## src/rtl/otter_pkg.sv

```systemverilog
// Shared types for the OTTER multicycle control unit: opcodes, FSM states, trap causes
// and the wait-timer width helper.
package otter_pkg;

    typedef enum logic [6:0] {
        OpLui    = 7'b0110111,
        OpAuipc  = 7'b0010111,
        OpJal    = 7'b1101111,
        OpJalr   = 7'b1100111,
        OpBranch = 7'b1100011,
        OpLoad   = 7'b0000011,
        OpStore  = 7'b0100011,
        OpImm    = 7'b0010011,
        OpRg3    = 7'b0110011,
        OpSys    = 7'b1110011
    } opcode_t;

    typedef enum logic [2:0] {
        StInit, StFetch, StExec, StLdWait, StStWait, StWb, StIntr, StTrap
    } cu_state_t;

    typedef enum logic [1:0] {
        CauseNone    = 2'b00,
        CauseIllegal = 2'b01,
        CauseTimeout = 2'b10
    } trap_cause_t;

    function automatic int unsigned wait_cnt_width(int unsigned max_wait);
        int unsigned w;
        w = $clog2(max_wait + 1);
        return (w < 1) ? 1 : w;
    endfunction

endpackage

```

## src/rtl/otter_wait_timer.sv

```systemverilog
// Saturating wait counter for memory handshakes; flags timeout once MAX_WAIT-1 cycles
// have elapsed without ready. MAX_WAIT = 0 disables the timeout.
module otter_wait_timer
    import otter_pkg::*;
#(
    parameter int unsigned MAX_WAIT = 15
) (
    input  logic clk,
    input  logic clr,
    input  logic en,
    output logic timeout
);

    localparam int unsigned W = wait_cnt_width(MAX_WAIT);
    localparam logic [W-1:0] Limit = (MAX_WAIT == 0) ? '0 : W'(MAX_WAIT - 1);

    logic [W-1:0] cnt_q, cnt_d;

    always_comb begin
        cnt_d = cnt_q;
        if (clr) begin
            cnt_d = '0;
        end else if (en && (cnt_q != '1)) begin
            cnt_d = cnt_q + 1'b1;
        end
    end

    always_ff @(posedge clk) begin
        cnt_q <= cnt_d;
    end

    assign timeout = (MAX_WAIT != 0) && (cnt_q >= Limit);

endmodule

```

## src/rtl/otter_cu_fsm_mc.sv

```systemverilog
// Multicycle control unit for the OTTER: fetch/execute/writeback sequencing with ready
// handshakes, bounded memory waits, illegal-opcode/timeout traps and masked interrupts.
module otter_cu_fsm_mc
    import otter_pkg::*;
#(
    parameter int unsigned MAX_WAIT     = 15,
    parameter bit          INTR_EN      = 1'b1,
    parameter bit          TRAP_ILLEGAL = 1'b1
) (
    input  logic       clk,
    input  logic       RST,
    input  logic       intr,
    input  logic       mie,
    input  logic [6:0] opcode,
    input  logic [2:0] func3,
    input  logic       mem_rdy1,
    input  logic       mem_rdy2,
    output logic       PC_WE,
    output logic       RF_WE,
    output logic       memRDEN1,
    output logic       memRDEN2,
    output logic       memWE2,
    output logic       csr_WE,
    output logic       reset,
    output logic       intr_taken,
    output logic       mret_exec,
    output logic       trap_taken,
    output logic [1:0] trap_cause,
    output logic [2:0] state
);

    cu_state_t   ps_q, ps_d;
    trap_cause_t cause_q, cause_d;
    logic        tmr_clr, tmr_en, timeout, complete;

    otter_wait_timer #(
        .MAX_WAIT(MAX_WAIT)
    ) u_wait_timer (
        .clk    (clk),
        .clr    (tmr_clr),
        .en     (tmr_en),
        .timeout(timeout)
    );

    // The EXEC cycle that issues a load/store is the first cycle of that request's wait
    // budget, so the counter keeps running across EXEC -> LD_WAIT/ST_WAIT.
    assign tmr_clr = RST || ((ps_d != ps_q) &&
                     !((ps_q == StExec) && (ps_d inside {StLdWait, StStWait})));

    always_comb begin
        ps_d       = ps_q;
        cause_d    = cause_q;
        tmr_en     = 1'b0;
        complete   = 1'b0;
        PC_WE      = 1'b0;
        RF_WE      = 1'b0;
        memRDEN1   = 1'b0;
        memRDEN2   = 1'b0;
        memWE2     = 1'b0;
        csr_WE     = 1'b0;
        reset      = 1'b0;
        intr_taken = 1'b0;
        mret_exec  = 1'b0;
        trap_taken = 1'b0;
        trap_cause = CauseNone;

        case (ps_q)
            StInit: begin
                reset = 1'b1;
                ps_d  = StFetch;
            end
            StFetch: begin
                memRDEN1 = 1'b1;
                if (mem_rdy1) begin
                    ps_d = StExec;
                end else begin
                    tmr_en = 1'b1;
                    if (timeout) begin
                        ps_d    = StTrap;
                        cause_d = CauseTimeout;
                    end
                end
            end
            StExec: begin
                case (opcode)
                    OpImm, OpRg3, OpLui, OpAuipc, OpJal, OpJalr: begin
                        RF_WE    = 1'b1;
                        PC_WE    = 1'b1;
                        complete = 1'b1;
                    end
                    OpBranch: begin
                        PC_WE    = 1'b1;
                        complete = 1'b1;
                    end
                    OpLoad: begin
                        memRDEN2 = 1'b1;
                        tmr_en   = 1'b1;
                        ps_d     = StLdWait;
                    end
                    OpStore: begin
                        memWE2 = 1'b1;
                        if (mem_rdy2) begin
                            PC_WE    = 1'b1;
                            complete = 1'b1;
                        end else begin
                            tmr_en = 1'b1;
                            ps_d   = StStWait;
                        end
                    end
                    OpSys: begin
                        if (func3 == 3'b000) begin
                            mret_exec = 1'b1;
                        end else begin
                            csr_WE = 1'b1;
                            RF_WE  = 1'b1;
                        end
                        PC_WE    = 1'b1;
                        complete = 1'b1;
                    end
                    default: begin
                        if (TRAP_ILLEGAL) begin
                            ps_d    = StTrap;
                            cause_d = CauseIllegal;
                        end else begin
                            PC_WE    = 1'b1;
                            complete = 1'b1;
                        end
                    end
                endcase
            end
            StLdWait: begin
                memRDEN2 = 1'b1;
                if (mem_rdy2) begin
                    ps_d = StWb;
                end else begin
                    tmr_en = 1'b1;
                    if (timeout) begin
                        ps_d    = StTrap;
                        cause_d = CauseTimeout;
                    end
                end
            end
            StStWait: begin
                memWE2 = 1'b1;
                if (mem_rdy2) begin
                    PC_WE    = 1'b1;
                    complete = 1'b1;
                end else begin
                    tmr_en = 1'b1;
                    if (timeout) begin
                        ps_d    = StTrap;
                        cause_d = CauseTimeout;
                    end
                end
            end
            StWb: begin
                RF_WE    = 1'b1;
                PC_WE    = 1'b1;
                complete = 1'b1;
            end
            StIntr: begin
                intr_taken = 1'b1;
                PC_WE      = 1'b1;
                ps_d       = StFetch;
            end
            StTrap: begin
                trap_taken = 1'b1;
                PC_WE      = 1'b1;
                trap_cause = cause_q;
                ps_d       = StFetch;
            end
            default: ps_d = StInit;
        endcase

        // An interrupt arriving with MRET waits for the next completion.
        if (complete) begin
            ps_d = (INTR_EN && intr && mie && !mret_exec) ? StIntr : StFetch;
        end
    end

    always_ff @(posedge clk) begin
        if (RST) begin
            ps_q    <= StInit;
            cause_q <= CauseNone;
        end else begin
            ps_q    <= ps_d;
            cause_q <= cause_d;
        end
    end

    assign state = ps_q;

endmodule

```

## config.mk

```make
export PLATFORM = sky130hd
export DESIGN_NAME = otter_cu_fsm_mc
export DESIGN_NICKNAME = d
export VERILOG_FILES = /design/src/rtl/otter_pkg.sv /design/src/rtl/otter_wait_timer.sv /design/src/rtl/otter_cu_fsm_mc.sv
export SDC_FILE = /design/constraint.sdc
export NUM_CORES = 1
export LEC_CHECK = 0
export BUFFER_PORTS_ARGS = -buffer_cell sky130_fd_sc_hd__buf_4
export CAP_MARGIN = 20
export CORE_UTILIZATION = 54
export DETAILED_ROUTE_END_ITERATION = 8
export GPL_ROUTABILITY_DRIVEN = 0
export HOLD_SLACK_MARGIN = 0.08
export PLACE_DENSITY = 0.84
export SLEW_MARGIN = 5
export SYNTH_ARGS = -nofsm -noshare
export SYNTH_HDL_FRONTEND = slang
export SYNTH_SLANG_ARGS = --single-unit
```

## constraint.sdc

```tcl
create_clock -name clk -period 3.6 [get_ports clk]
set_input_delay 0 -clock clk [delete_from_list [all_inputs] [get_ports clk]]
set_output_delay 0 -clock clk [all_outputs]
set_load 0.02 [all_outputs]
```

**After elaboration in Yosys (flattened, before gate mapping)**

Index checks and enable logic that the tools add are counted.

- Eq/ne operators: 24
- Magnitude comparators: 1
- Mux-type cells: 39
- Reduce and logical (&&, ||, !) cells: 19
- $add $sub $neg: 1

Operators by type and width:

| operator | count |
|---|---|
| 7-bit equality test, second input constant | 4 |
| 7-bit by 6-bit equality test with 1-bit output, second input constant | 3 |
| 3-bit two-way mux | 7 |
| 3-bit equality test, second input constant | 5 |
| 1-bit two-way mux | 15 |
| 3-bit one-hot mux with 5 select lines | 1 |
| 7-bit by 5-bit equality test with 1-bit output, second input constant | 2 |
| 1-bit one-hot mux with 2 select lines | 6 |
| 2-bit two-way mux | 5 |
| 10-bit OR reduction | 1 |
| 3-bit by 2-bit equality test with 1-bit output, second input constant | 3 |
| 1-bit one-hot mux with 3 select lines | 3 |
| 3-bit one-hot mux with 3 select lines | 1 |
| 8-bit OR reduction | 1 |
| 7-bit by 2-bit equality test with 1-bit output, second input constant | 1 |
| 3-bit logical NOT | 2 |
| 2-bit != test, second input constant | 3 |
| 2-bit one-hot mux with 3 select lines | 1 |
| 3-bit OR reduction | 2 |
| 6-bit OR reduction | 1 |
| 1-bit logical AND | 5 |
| 4-bit by 1-bit adder with 4-bit output, second input constant | 1 |
| 4-bit >= comparator, second input constant | 1 |
| 4-bit != test, second input constant | 1 |
| 8 further kinds | 9 |

- Word-level logic and storage cells: 87
- Bits in registers: 9
- Output and inout bits: 15
- Input bits: 16

**Depth between registers and ports, before layout**

- Depth after elaboration: 14
- Mapped depth: 9
- Depth with buffers taken out: 9

**Modules after synthesis**

A second synthesis with hierarchy kept.

- Cell total of the unflattened synthesis: 122
- Area total of the unflattened synthesis: 869.6 µm²

Modules (own cells, without submodules):

| module | cells an instance | area each (µm²) | instances |
|---|---|---|---|
| otter_cu_fsm_mc | 101 | 659.4 | 1 |
| otter_wait_timer | 21 | 210.2 | 1 |

**Worst setup path after synthesis**

Ideal clock, no wire load.

- Kind: register to register
- From: register ps_q[1] (netlist: state[1])
- To: register u_wait_timer.cnt_q[1]
- Required time: 3,500 ps
- Setup slack: 1,300 ps
- Cell stages (with the launch flop): 10
- Arrival time: 2,200 ps
- Clock period less this slack: 2,300 ps
- Cells stage by stage: dfxtp_1 > buf_6 > or3b_1 > buf_6 > nor4b_4 > a211oi_2 > and4_4 > a21oi_4 > a31oi_4 > a2111oi_4

- Longest elaborated chain between the ends: 12
- Elaborated cells on any way between the ends: 33
- Classes of those cells: eq/ne (10); mux (12); reduce/logical (11)

RTL lines:

| element | line | source |
|---|---|---|
| from (decl) | otter_cu_fsm_mc.sv:32 | `cu_state_t ps_q, ps_d;` |
| from (signal assigned) | otter_cu_fsm_mc.sv:183 | `ps_q <= StInit;` |
| from (signal assigned) | otter_cu_fsm_mc.sv:186 | `ps_q <= ps_d;` |
| parallel branches: the longest is 12 deep, another holds 3-bit one-hot mux with 5 select lines | n/a |  |
| to (signal assigned) | otter_wait_timer.sv:29 | `cnt_q <= cnt_d;` |
| to (decl) | otter_wait_timer.sv:17 | `logic [W-1:0] cnt_q, cnt_d;` |

Parallel ways; which one is timed is not known.
A chain may end at the register's enable or synchronous reset.

**Worst setup path in the final report**

Same ends and word-level chain as after synthesis.

==> metrics <==
Post-Syn Area 1010 um2; unrepaired setup endpoints after global routing no; CP Capture Type flip-flop; Arrival @ worst endpoint 2890 ps; CTS root buffer clkbuf_4; min-delay worst type input pin to flip-flop; leak pwr 0.538 nW; Tot GR Track Use 28.2%; maximum VDD drop 0.000425 V; Worst Skew 4.84 ps; Pwr Density 692 nW/um2; largest net degree at the start of global routing 20; row cnt 15; max frequency 0.363 GHz; DR WL/cell 14.8 um; CTS Buffer Depth 2; vias in the first global route 1034; register area share after synthesis 17.9%; Starting DRT DRC Count 17; post-synthesis cell type count 52; worst hold margin 120 ps; Design Power 0.873 mW; share of cells above drive strength 1 31.8%; FF+latch count, synth 9; Least-Margin Pin Slew 694 ps; largest family of logic cells by synthesized area simple AND/OR/NAND/NOR gates; Synth Area in Compound Gates 35.0%; cell count after synthesis 122; multiplexer area fraction after synthesis 0%; mean area per synthesized cell 8.26 um2; Clk pwr share 9.3%; Clock Sinks 9; Synth Area in Simple Gates 36.3%; Tmin final 2750 ps; pins over their slew limit 0; CP startpoint kind flip-flop; TNS Setup 0 ps; Final Hold Viols 0; P&R area growth vs syn 25.3%; die outline height 45.2 um; worst setup margin 846 ps; Setup Buffers After CTS 0; Psw 0.450 mW; ys flop type dfxtp_1; Nets 170; DRC viols 0; Remaining Overflow, GRT 0; Reg2Reg Depth 7; initial core utilization 57.7%; Setup violations, final 0; Comb power frac 66.1%; core region area 1750 um2; EDFF count, synth 0; die area 2040 um2; DR pass1 iterations 4; maximum fanout along the worst path 19; worst hold path stage count 3; Synthesized Nets 140; CTS tree built; Slew headroom 53.7%; Post-Synth Adder-Cell Area 2.48%; via count 1073; worst path required time 3740 ps; sequential share of power 24.6%; ANT nets after route 0; Filler Cells Inserted 146; cell internal pwr 0.423 mW; clk slew on worst S/H paths 70 ps; DP HPWL 2.03 mm; Synth Area in XOR/XNOR 2.61%; Post-Route WL 2.60 mm; YS warnings 0; global-route wire length before repair 4.17 mm; Synth async-reset ratio 0%; Setup Crit Path Kind flip-flop to flip-flop; status finished clean; CTS Buf Count 3; Max Cap Violations 0; vias per cell 6.10; Top Ports 31; initial antenna violation count 0; PortBufs 30; ant diodes 0; die width 45.2 um; H-tree Lvls 1; worst-skew pair later-pin latency 270 ps; Switching Share 51.5%; ratio of final minimum period to clock period 76.5%; dpl ws 868 ps
==> layout by cell type, fill, tap and decap left out, drive strengths merged, types with 3 or more instances in the layout <==
master and instances:
o21ai 5, nand2b 4, and4 3, nand2 10, nor2 10, inv 5, buf 30, a31oi 3
clkbuf 3, and2 4, and3 5, a21oi 8, o211ai 3, dfxtp 9, nor3 8, a211oi 4
==> worst paths after layout <==
check | startpoint | end | slack (ps)
worst max-delay path | state[1] | u_wait_timer.cnt_q[1] | 850
worst min-delay path | mie | state[0] | 120
worst max register to register | state[1] | u_wait_timer.cnt_q[1] | 850
worst min register to register | cause_q[1] | cause_q[1] | 460
==> routing by layer <==
| metal | up-vias | wire length [um] | GRT usage, % |
|---|---|---|---|
| li1 | 523 | - | - |
| met2 | 25 | 1430 | 54.8 |
| met3 | 6 | 106 | 6.40 |
| met1 | 519 | 1030 | 29.2 |
| met5 | - | 0 | 0 |
| met4 | 0 | 32 | 9.09 |
==> state kept, by name, summed over array words and instances, names as in the netlist <==
| name | count |
|---|---|
| cause_q | 2 |
| state | 3 |
| u_wait_timer.cnt_q | 4 |
==> logic make-up (layout without fill, tap and decap cells) <==
family,after synthesis,in the layout
AND/OR/NAND/NOR,58,58
AO/OA/AOI/OAI,39,39
buffers and inverters,11,40
flip-flops,9,9
XOR/XNOR,3,3
adder cells (fa/ha/maj),2,2
==> critical path: stages, from the launching register on <==
cell and delay [ps]:
dfxtp_1 770, nor3b_1 550, and4_1 300, o22ai_1 130
and2_1 260, a31o_2 270, a31oi_4 260, a2111oi_4 80
==> power by group through the flow <==
stage	logic, mW	clock network [mW]	registers [mW]
floorplan	0.480	0	0.167
global placement	0.566	0	0.210
detailed placement	0.574	0	0.216
CTS	0.578	0.0827	0.214
global route	0.624	0.0916	0.220
finish	0.577	0.0810	0.215
==> repair_timing <==
item | in CTS | in global routing
endpoints found under the hold margin | 7 | 0
hold buffers | 1 | 0
gates resized for setup | 0 | 0
endpoints found under the setup margin | 0 | 0
==> final cells by class <==
type                            instances  area [um2]  share of cell area [%]
Clock buffer                            3        22.5                    1.78
Clock inverter                          1        5.00                   0.396
Inverter                                5        18.8                    1.49
Multi-Input combinational cell        102         769                    61.0
Sequential cell                         9         180                    14.3
Tap cell                               25        31.3                    2.48
Timing Repair Buffer                   31         235                    18.6
==> cell usage after synthesis, types with 2 or more instances <==
cell type	instances	share of area, %
o211ai_1	2	1.5
and3_1	5	3.1
nand3_1	2	0.99
ha_1	2	2.5
nor3b_1	2	1.5
nor2_1	10	3.7
a2111oi_4	2	5.5
and4_1	2	1.7
a211oi_1	3	2.2
nor3_1	6	3.0
a31oi_1	2	1.2
inv_1	5	1.9
a21oi_1	7	3.5
xor2_1	2	1.7
and2_1	4	2.5
nor3_2	2	2.0
clkbuf_1	2	0.75
a21o_1	2	1.5
dfxtp_1	9	18
nor2b_1	2	1.2
nand2b_1	4	2.5
buf_6	2	2.2
o21ai_0	5	2.5
nand2_1	10	3.7
==> through the flow <==
| stage | std cells | utilization (%) | area [um2] |
|---|---|---|---|
| 2_1_floorplan | 122 | - | 1010 |
| 3_3_place_gp | 171 | 70.2 | 1220 |
| 3_5_place_dp | 171 | 70.2 | 1220 |
| 4_1_cts | 176 | 72.3 | 1260 |
| 5_1_grt | 176 | 72.3 | 1260 |
| 6_report | 176 | 72.3 | 1260 |
No activity file was read; power rests on OpenSTA's default activity.
